**src/rtl/wb_stage_pipelined_pkg.sv**
```systemverilog
// Shared types for the writeback stage: result-select codes, load funct3 codes
// and the stage occupancy states.
package wb_stage_pipelined_pkg;

  typedef enum logic [1:0] {
    RES_ALU  = 2'b00,
    RES_LOAD = 2'b01,
    RES_PC4  = 2'b10,
    RES_IMM  = 2'b11
  } result_sel_e;

  localparam logic [2:0] F3_LB  = 3'b000;
  localparam logic [2:0] F3_LH  = 3'b001;
  localparam logic [2:0] F3_LW  = 3'b010;
  localparam logic [2:0] F3_LD  = 3'b011;
  localparam logic [2:0] F3_LBU = 3'b100;
  localparam logic [2:0] F3_LHU = 3'b101;
  localparam logic [2:0] F3_LWU = 3'b110;

  typedef enum logic [1:0] {
    WB_EMPTY   = 2'b00,
    WB_FULL    = 2'b01,
    WB_WAIT_LD = 2'b10
  } wb_state_e;

endpackage

```
**src/rtl/wb_stage_pipelined_load_align.sv**
```systemverilog
// Load lane extraction: picks the byte/half/word lane (aligned down to the access
// size) out of the raw memory word and sign- or zero-extends it to XLEN.
module wb_stage_pipelined_load_align
  import wb_stage_pipelined_pkg::*;
#(
  parameter int XLEN = 32,
  localparam int OFF_W = $clog2(XLEN / 8)
) (
  input  logic [2:0]       funct3_i,
  input  logic [OFF_W-1:0] addr_lo_i,
  input  logic [XLEN-1:0]  rdata_i,
  output logic [XLEN-1:0]  data_o
);

  logic [OFF_W+2:0] byteIdx;
  logic [OFF_W+2:0] halfIdx;
  logic [7:0]       byteLane;
  logic [15:0]      halfLane;
  logic [XLEN-1:0]  wordSext;
  logic [XLEN-1:0]  wordZext;

  assign byteIdx  = {addr_lo_i, 3'b000};
  assign halfIdx  = {addr_lo_i[OFF_W-1:1], 4'b0000};
  assign byteLane = rdata_i[byteIdx +: 8];
  assign halfLane = rdata_i[halfIdx +: 16];

  // Word lanes only exist on RV64; on RV32 a word access is already full width.
  generate
    if (XLEN > 32) begin : gWide
      logic [OFF_W+2:0] wordIdx;
      logic [31:0]      wordLane;
      assign wordIdx  = {addr_lo_i[OFF_W-1:2], 5'b00000};
      assign wordLane = rdata_i[wordIdx +: 32];
      assign wordSext = {{(XLEN-32){wordLane[31]}}, wordLane};
      assign wordZext = {{(XLEN-32){1'b0}}, wordLane};
    end else begin : gNarrow
      assign wordSext = rdata_i;
      assign wordZext = rdata_i;
    end
  endgenerate

  always_comb begin
    data_o = rdata_i;
    case (funct3_i)
      F3_LB:   data_o = {{(XLEN-8){byteLane[7]}}, byteLane};
      F3_LBU:  data_o = {{(XLEN-8){1'b0}}, byteLane};
      F3_LH:   data_o = {{(XLEN-16){halfLane[15]}}, halfLane};
      F3_LHU:  data_o = {{(XLEN-16){1'b0}}, halfLane};
      F3_LW:   data_o = wordSext;
      F3_LWU:  data_o = wordZext;
      default: data_o = rdata_i;
    endcase
  end

endmodule

```
**src/rtl/wb_stage_pipelined.sv**
```systemverilog
// RISC-V writeback stage: MEM/WB register, result select, variable-latency load
// wait with backpressure, register-file write port and retire counter.
module wb_stage_pipelined
  import wb_stage_pipelined_pkg::*;
#(
  parameter int XLEN       = 32,
  parameter int RA_W       = 5,
  parameter int CNT_W      = 64,
  parameter int LD_TIMEOUT = 16,
  localparam int OFF_W     = $clog2(XLEN / 8)
) (
  input  logic             clk_i,
  input  logic             rst_ni,
  input  logic             m_valid_i,
  output logic             m_ready_o,
  input  logic             flush_i,
  input  logic [RA_W-1:0]  m_rd_i,
  input  logic             m_regwrite_i,
  input  logic [1:0]       m_result_sel_i,
  input  logic [XLEN-1:0]  m_alu_result_i,
  input  logic [XLEN-1:0]  m_pc_plus4_i,
  input  logic [XLEN-1:0]  m_imm_i,
  input  logic [2:0]       m_ld_funct3_i,
  input  logic [OFF_W-1:0] m_addr_lo_i,
  input  logic             mem_rvalid_i,
  input  logic [XLEN-1:0]  mem_rdata_i,
  output logic             rf_we_o,
  output logic [RA_W-1:0]  rf_waddr_o,
  output logic [XLEN-1:0]  rf_wdata_o,
  output logic             wb_stall_o,
  output logic [CNT_W-1:0] instret_o,
  output logic             err_spurious_o,
  output logic             err_timeout_o
);

  localparam int TO_W = $clog2(LD_TIMEOUT + 1);

  wb_state_e        state_q, state_d;
  logic [RA_W-1:0]  rd_q;
  logic             regwrite_q;
  result_sel_e      sel_q;
  logic [XLEN-1:0]  alu_q, pc4_q, imm_q;
  logic [2:0]       funct3_q;
  logic [OFF_W-1:0] addrLo_q;
  logic [TO_W-1:0]  cnt_q, cnt_d;
  logic [CNT_W-1:0] instret_q, instret_d;
  logic             errSpurious_q, errSpurious_d;
  logic             errTimeout_q, errTimeout_d;

  logic             held, loadPending, timeoutFire, commit, mReady, capture;
  logic [XLEN-1:0]  ldData;

  always_ff @(posedge clk_i or negedge rst_ni) begin
    if (!rst_ni) state_q <= WB_EMPTY;
    else         state_q <= state_d;
  end

  // Once a commit frees the slot, a new capture refills it in the same edge.
  always_comb begin
    state_d = state_q;
    case (state_q)
      WB_EMPTY:   state_d = capture ? WB_FULL : WB_EMPTY;
      WB_FULL:    state_d = commit ? (capture ? WB_FULL : WB_EMPTY) : WB_WAIT_LD;
      WB_WAIT_LD: state_d = commit ? (capture ? WB_FULL : WB_EMPTY) : WB_WAIT_LD;
      default:    state_d = WB_EMPTY;
    endcase
  end

  // Data arriving on the timeout cycle still wins: the load retires normally.
  always_comb begin
    held        = (state_q != WB_EMPTY);
    loadPending = held && (sel_q == RES_LOAD);
    timeoutFire = (state_q == WB_WAIT_LD) && (cnt_q == TO_W'(LD_TIMEOUT)) && !mem_rvalid_i;
    commit      = held && ((sel_q != RES_LOAD) || mem_rvalid_i || timeoutFire);
    mReady      = !held || commit;
    capture     = mReady && m_valid_i && !flush_i;
  end

  wb_stage_pipelined_load_align #(.XLEN(XLEN)) uLoadAlign (
    .funct3_i  (funct3_q),
    .addr_lo_i (addrLo_q),
    .rdata_i   (mem_rdata_i),
    .data_o    (ldData)
  );

  always_comb begin
    rf_wdata_o = alu_q;
    unique case (sel_q)
      RES_ALU:  rf_wdata_o = alu_q;
      RES_LOAD: rf_wdata_o = timeoutFire ? '0 : ldData;
      RES_PC4:  rf_wdata_o = pc4_q;
      RES_IMM:  rf_wdata_o = imm_q;
    endcase
  end

  assign rf_we_o        = commit && regwrite_q && (rd_q != '0);
  assign rf_waddr_o     = rd_q;
  assign m_ready_o      = mReady;
  assign wb_stall_o     = ~mReady;
  assign instret_o      = instret_q;
  assign err_spurious_o = errSpurious_q;
  assign err_timeout_o  = errTimeout_q;

  // The FULL cycle is the first wait cycle, so WAIT_LD is entered with a count of one.
  always_comb begin
    cnt_d = '0;
    if (state_q == WB_FULL && !commit)         cnt_d = TO_W'(1);
    else if (state_q == WB_WAIT_LD && !commit) cnt_d = cnt_q + TO_W'(1);
  end

  assign instret_d     = instret_q + {{(CNT_W-1){1'b0}}, commit};
  assign errSpurious_d = errSpurious_q | (mem_rvalid_i & ~loadPending);
  assign errTimeout_d  = errTimeout_q | timeoutFire;

  always_ff @(posedge clk_i or negedge rst_ni) begin
    if (!rst_ni) begin
      cnt_q         <= '0;
      instret_q     <= '0;
      errSpurious_q <= 1'b0;
      errTimeout_q  <= 1'b0;
    end else begin
      cnt_q         <= cnt_d;
      instret_q     <= instret_d;
      errSpurious_q <= errSpurious_d;
      errTimeout_q  <= errTimeout_d;
    end
  end

  always_ff @(posedge clk_i or negedge rst_ni) begin
    if (!rst_ni) begin
      rd_q       <= '0;
      regwrite_q <= 1'b0;
      sel_q      <= RES_ALU;
      alu_q      <= '0;
      pc4_q      <= '0;
      imm_q      <= '0;
      funct3_q   <= '0;
      addrLo_q   <= '0;
    end else if (capture) begin
      rd_q       <= m_rd_i;
      regwrite_q <= m_regwrite_i;
      sel_q      <= result_sel_e'(m_result_sel_i);
      alu_q      <= m_alu_result_i;
      pc4_q      <= m_pc_plus4_i;
      imm_q      <= m_imm_i;
      funct3_q   <= m_ld_funct3_i;
      addrLo_q   <= m_addr_lo_i;
    end
  end

endmodule
```
**config.mk**
```make
export PLATFORM = sky130hd
export DESIGN_NAME = wb_stage_pipelined
export DESIGN_NICKNAME = d
export VERILOG_FILES = /design/src/rtl/wb_stage_pipelined_pkg.sv /design/src/rtl/wb_stage_pipelined_load_align.sv /design/src/rtl/wb_stage_pipelined.sv
export SDC_FILE = /design/constraint.sdc
export NUM_CORES = 1
export LEC_CHECK = 0
export ABC_AREA = 1
export BUFFER_PORTS_ARGS = -buffer_cell sky130_fd_sc_hd__buf_2
export CAP_MARGIN = 15
export CORE_AREA = 4 4 104 204
export CTS_CLUSTER_DIAMETER = 60
export DETAILED_ROUTE_END_ITERATION = 16
export DIE_AREA = 0 0 108 208
export GPL_TIMING_DRIVEN = 0
export HOLD_SLACK_MARGIN = 0.1
export PLACE_DENSITY = 0.84
export SLEW_MARGIN = 20
export SYNTH_ARGS = -nofsm -noshare
export SYNTH_HDL_FRONTEND = slang
export SYNTH_SLANG_ARGS = --single-unit
```
**constraint.sdc**
```tcl
create_clock -name clk_i -period 3 [get_ports clk_i]
set_input_delay 0.75 -clock clk_i [delete_from_list [all_inputs] [get_ports clk_i]]
set_output_delay 0.75 -clock clk_i [all_outputs]
set_load 0.05 [all_outputs]
```
==> reports/summary.txt <==
Period utilization: 99.81%
Number of vias per cell: 5.478
Initial DRT Pass Iterations: 6
Routed len/inst: 20.60 microns
Busiest grt layer: met2
Clock Sink Count: 182
Clock Skew: 0.005070 ns
Initial detailed-routing violation count: 870
Fin. Hold Viols: 0
Yosys top cell area share: 43.84%
Yosys warns: 0
PortBufs: 251
# IOs: 252
Area grow syn2layout: 25.86%
Kind of critical path: flop to primary output
Worst vdd ir: 0.5033 mV
Fin area: 0.01308 sq mm
Die area: 0.02246 sq mm
Die W: 108 microns
Average size of a mapped cell: 6.917 sq um
Static leakage: 6.878 nW
Mapped cell area: 0.01039 sq mm
Most common cell after layout, fill and taps aside: nand2_1
Crit-path slowest cell: dfrtp_1
Tot Pwr: 0.008222 W
Routability cong.: 1.016
Total gr overflow: 0
Area contributors post-synth: dfrtp_1 (44%), nand2_1 (22%), nand3_1 (10%)
Total clock buffers created by CTS: 17
Cts hold-fix bufs: 0
Total track usage: 37.86%
Initial Util: 52.41%
Setup TNS: 0 ns
Fin. max-slew vios: 0
Die height: 208 microns
Worst-path clk slew: 0.06 ns
Startpoint Class: flop
Hold Path Class: primary input to async pin
Final nets: 1938
#FFs+latches synth: 182
Root Driver: clkbuf_16
FP Rows: 73
GR met3 Demand/Resource: 8.289%
Crit path arrival time: 2.24 ns
CTS tree: done
Commonest cells after routing, fill and taps aside: nand2_1 (587), buf_2 (242), nand3_1 (207), nor2_1 (192), dfrtp_1 (178)
Clk buf depth: 2
Crit path required time: 2.25 ns
Hpwl dp: 33310 microns
Met2 Usage GRT: 68.25%
Final min period: 2.994 ns
Slew headroom: 50.68%
Worst-Margin Slew: 0.7398 ns
Met1 usage: 34.14%
Area leader, netlist: dfrtp_1
Placed Cells: 2016
MaxCap Viol Count: 0
Cell-by-cell trace of the critical path: inv_2, ha_4, inv_1, nor2_1, nand4_1, buf_4, nand2_4, buf_8, nor2_2, nand2_2, nand3b_1, buf_6
Worst-Skew Late Latency: 0.45 ns
Non-Filler Instances: 2061
Dominant synthesized flop cell: dfrtp_1
Cells after Synth: 1502
Outcome: finished, final reports clean
DRT Wirelength: 42460 microns
Ys async rst share: 100.0%
DP Area: 0.01201 sq mm
Initial antenna violation count: 9
Sequential fraction of the synthesis area: 43.84%
Critical Path Fanout Max: 5
Pwr/cell area: 628.8 mW/mm^2
# DRC: 0
Placeable Area: 0.01982 sq mm
Share of post-route cells with drive strength above 1: 21.73%
H-Tree Depth: 4
CP Capture Type: primary output
Pin count of the biggest net entering global routing: 101
FMAX: 0.3340 GHz
Distinct cells, synth: 28
Largest stage delay, worst path: 0.40 ns
Final setup viols: 0
Vias: 11290
Vias in the first global route: 11570
First-pass GRT wire length: 62570 microns
Post-DRT Antenna Nets: 0
Post-synth EDFFs: 0
RSZ-0062 raised after global routing: true
Hold WS: 0.2662 ns
Synth Net Count: 1656
==> worst paths after layout <==
check | endpoint | slack, ns | start | cells past startpoint
worst max-delay path | rf_wdata_o[13] | 0.006 | state_q[0] | 12
worst min-delay path | alu_q[13] | 0.27 | rst_ni | 1
worst max register to register | instret_o[57] | 0.16 | state_q[0] | 17
worst min register to register | err_timeout_o | 0.46 | err_timeout_o | 2
max in group asynchronous | funct3_q[1] | 1.71 | rst_ni | 2
min in group clk_i | err_timeout_o | 0.46 | err_timeout_o | 2
==> repair_timing <==
action,4_1_cts,5_1_grt
buffers inserted,7,4
setup endpoints to repair,57,61
endpoints found under the hold margin,0,0
gates resized for setup,61,76
gates cloned,0,1
pin swaps,4,15
==> kinds of logic after synthesis <==
group | after synthesis | synth area share (%)
AOI/OAI and AO/OA | 42 | 2.276
xor gates and xnor gates | 35 | 2.951
adders and majority gates | 8 | 0.9635
buffers and inverters | 163 | 6.937
DFF | 182 | 43.84
and+or+nand+nor | 1072 | 43.03
==> critical path, delay by kind of cell, from the launching register on <==
| kind | cells | cell delay (ns) |
|---|---|---|
| adders and majority gates | 1 | 0.13 |
| buffers and inverters | 5 | 0.62 |
| DFF | 1 | 0.40 |
| and+or+nand+nor | 6 | 0.64 |
==> cell usage after synthesis (2+ instances only) <==
cell type,instances
nand2_1,603
nand3_1,209
nor2_1,204
dfrtp_1,182
inv_1,95
nand3b_1,29
clkbuf_1,23
o21ai_0,22
xnor2_1,20
buf_2,18
nand4_1,16
xor2_1,15
buf_1,12
buf_6,10
a21oi_1,9
ha_1,8
nor3_1,5
o31ai_1,5
o211ai_1,4
buf_4,3
inv_2,2
nor2_4,2
==> final cells by class <==
type | count | area [sq um]
fillers | 1828 | 6745
multi-input cells | 1157 | 5295
flip-flops and latches | 182 | 4559
repair buffers | 264 | 1508
clock buffers | 21 | 470.5
plain buffers | 65 | 409.1
inverters | 97 | 369.1
well taps | 262 | 327.8
clock inverters | 9 | 126.4
diodes | 4 | 10.01
==> stage by stage <==
stage | setup WS, ns | util (%)
final | 0.005806 | 65.97
after global routing | -0.06027 | 65.96
after detailed placement | -0.4649 | 60.60
after global placement | -1.737 | 60.41
after CTS | 0.003908 | 64.59
after floorplan | 0.1240 | -
==> layer usage <==
layer / routed length [microns] / vias to the layer above
met2: 22780 / 548
li1: - / 5304
met3: 2548 / 194
met5: 77 / -
met1: 12840 / 5234
met4: 4215 / 10
==> report_power, final <==
part | total (W) | internal, W | switching (W)
registers | 0.00300 | 0.00276 | 0.000247
logic | 0.00289 | 0.000866 | 0.00203
clock network | 0.00232 | 0.00136 | 0.000962
==> flip-flops by register name, indices dropped and copies added (netlist names) <==
| register | cells |
|---|---|
| instret_o | 64 |
| alu_q | 32 |
| imm_q | 32 |
| pc4_q | 32 |
| cnt_q | 5 |
| rf_waddr_o | 5 |
| funct3_q | 3 |
| addrLo_q | 2 |
| sel_q | 2 |
| state_q | 2 |
| err_spurious_o | 1 |
| err_timeout_o | 1 |
| regwrite_q | 1 |
No activity file was read; power rests on OpenSTA's default activity.
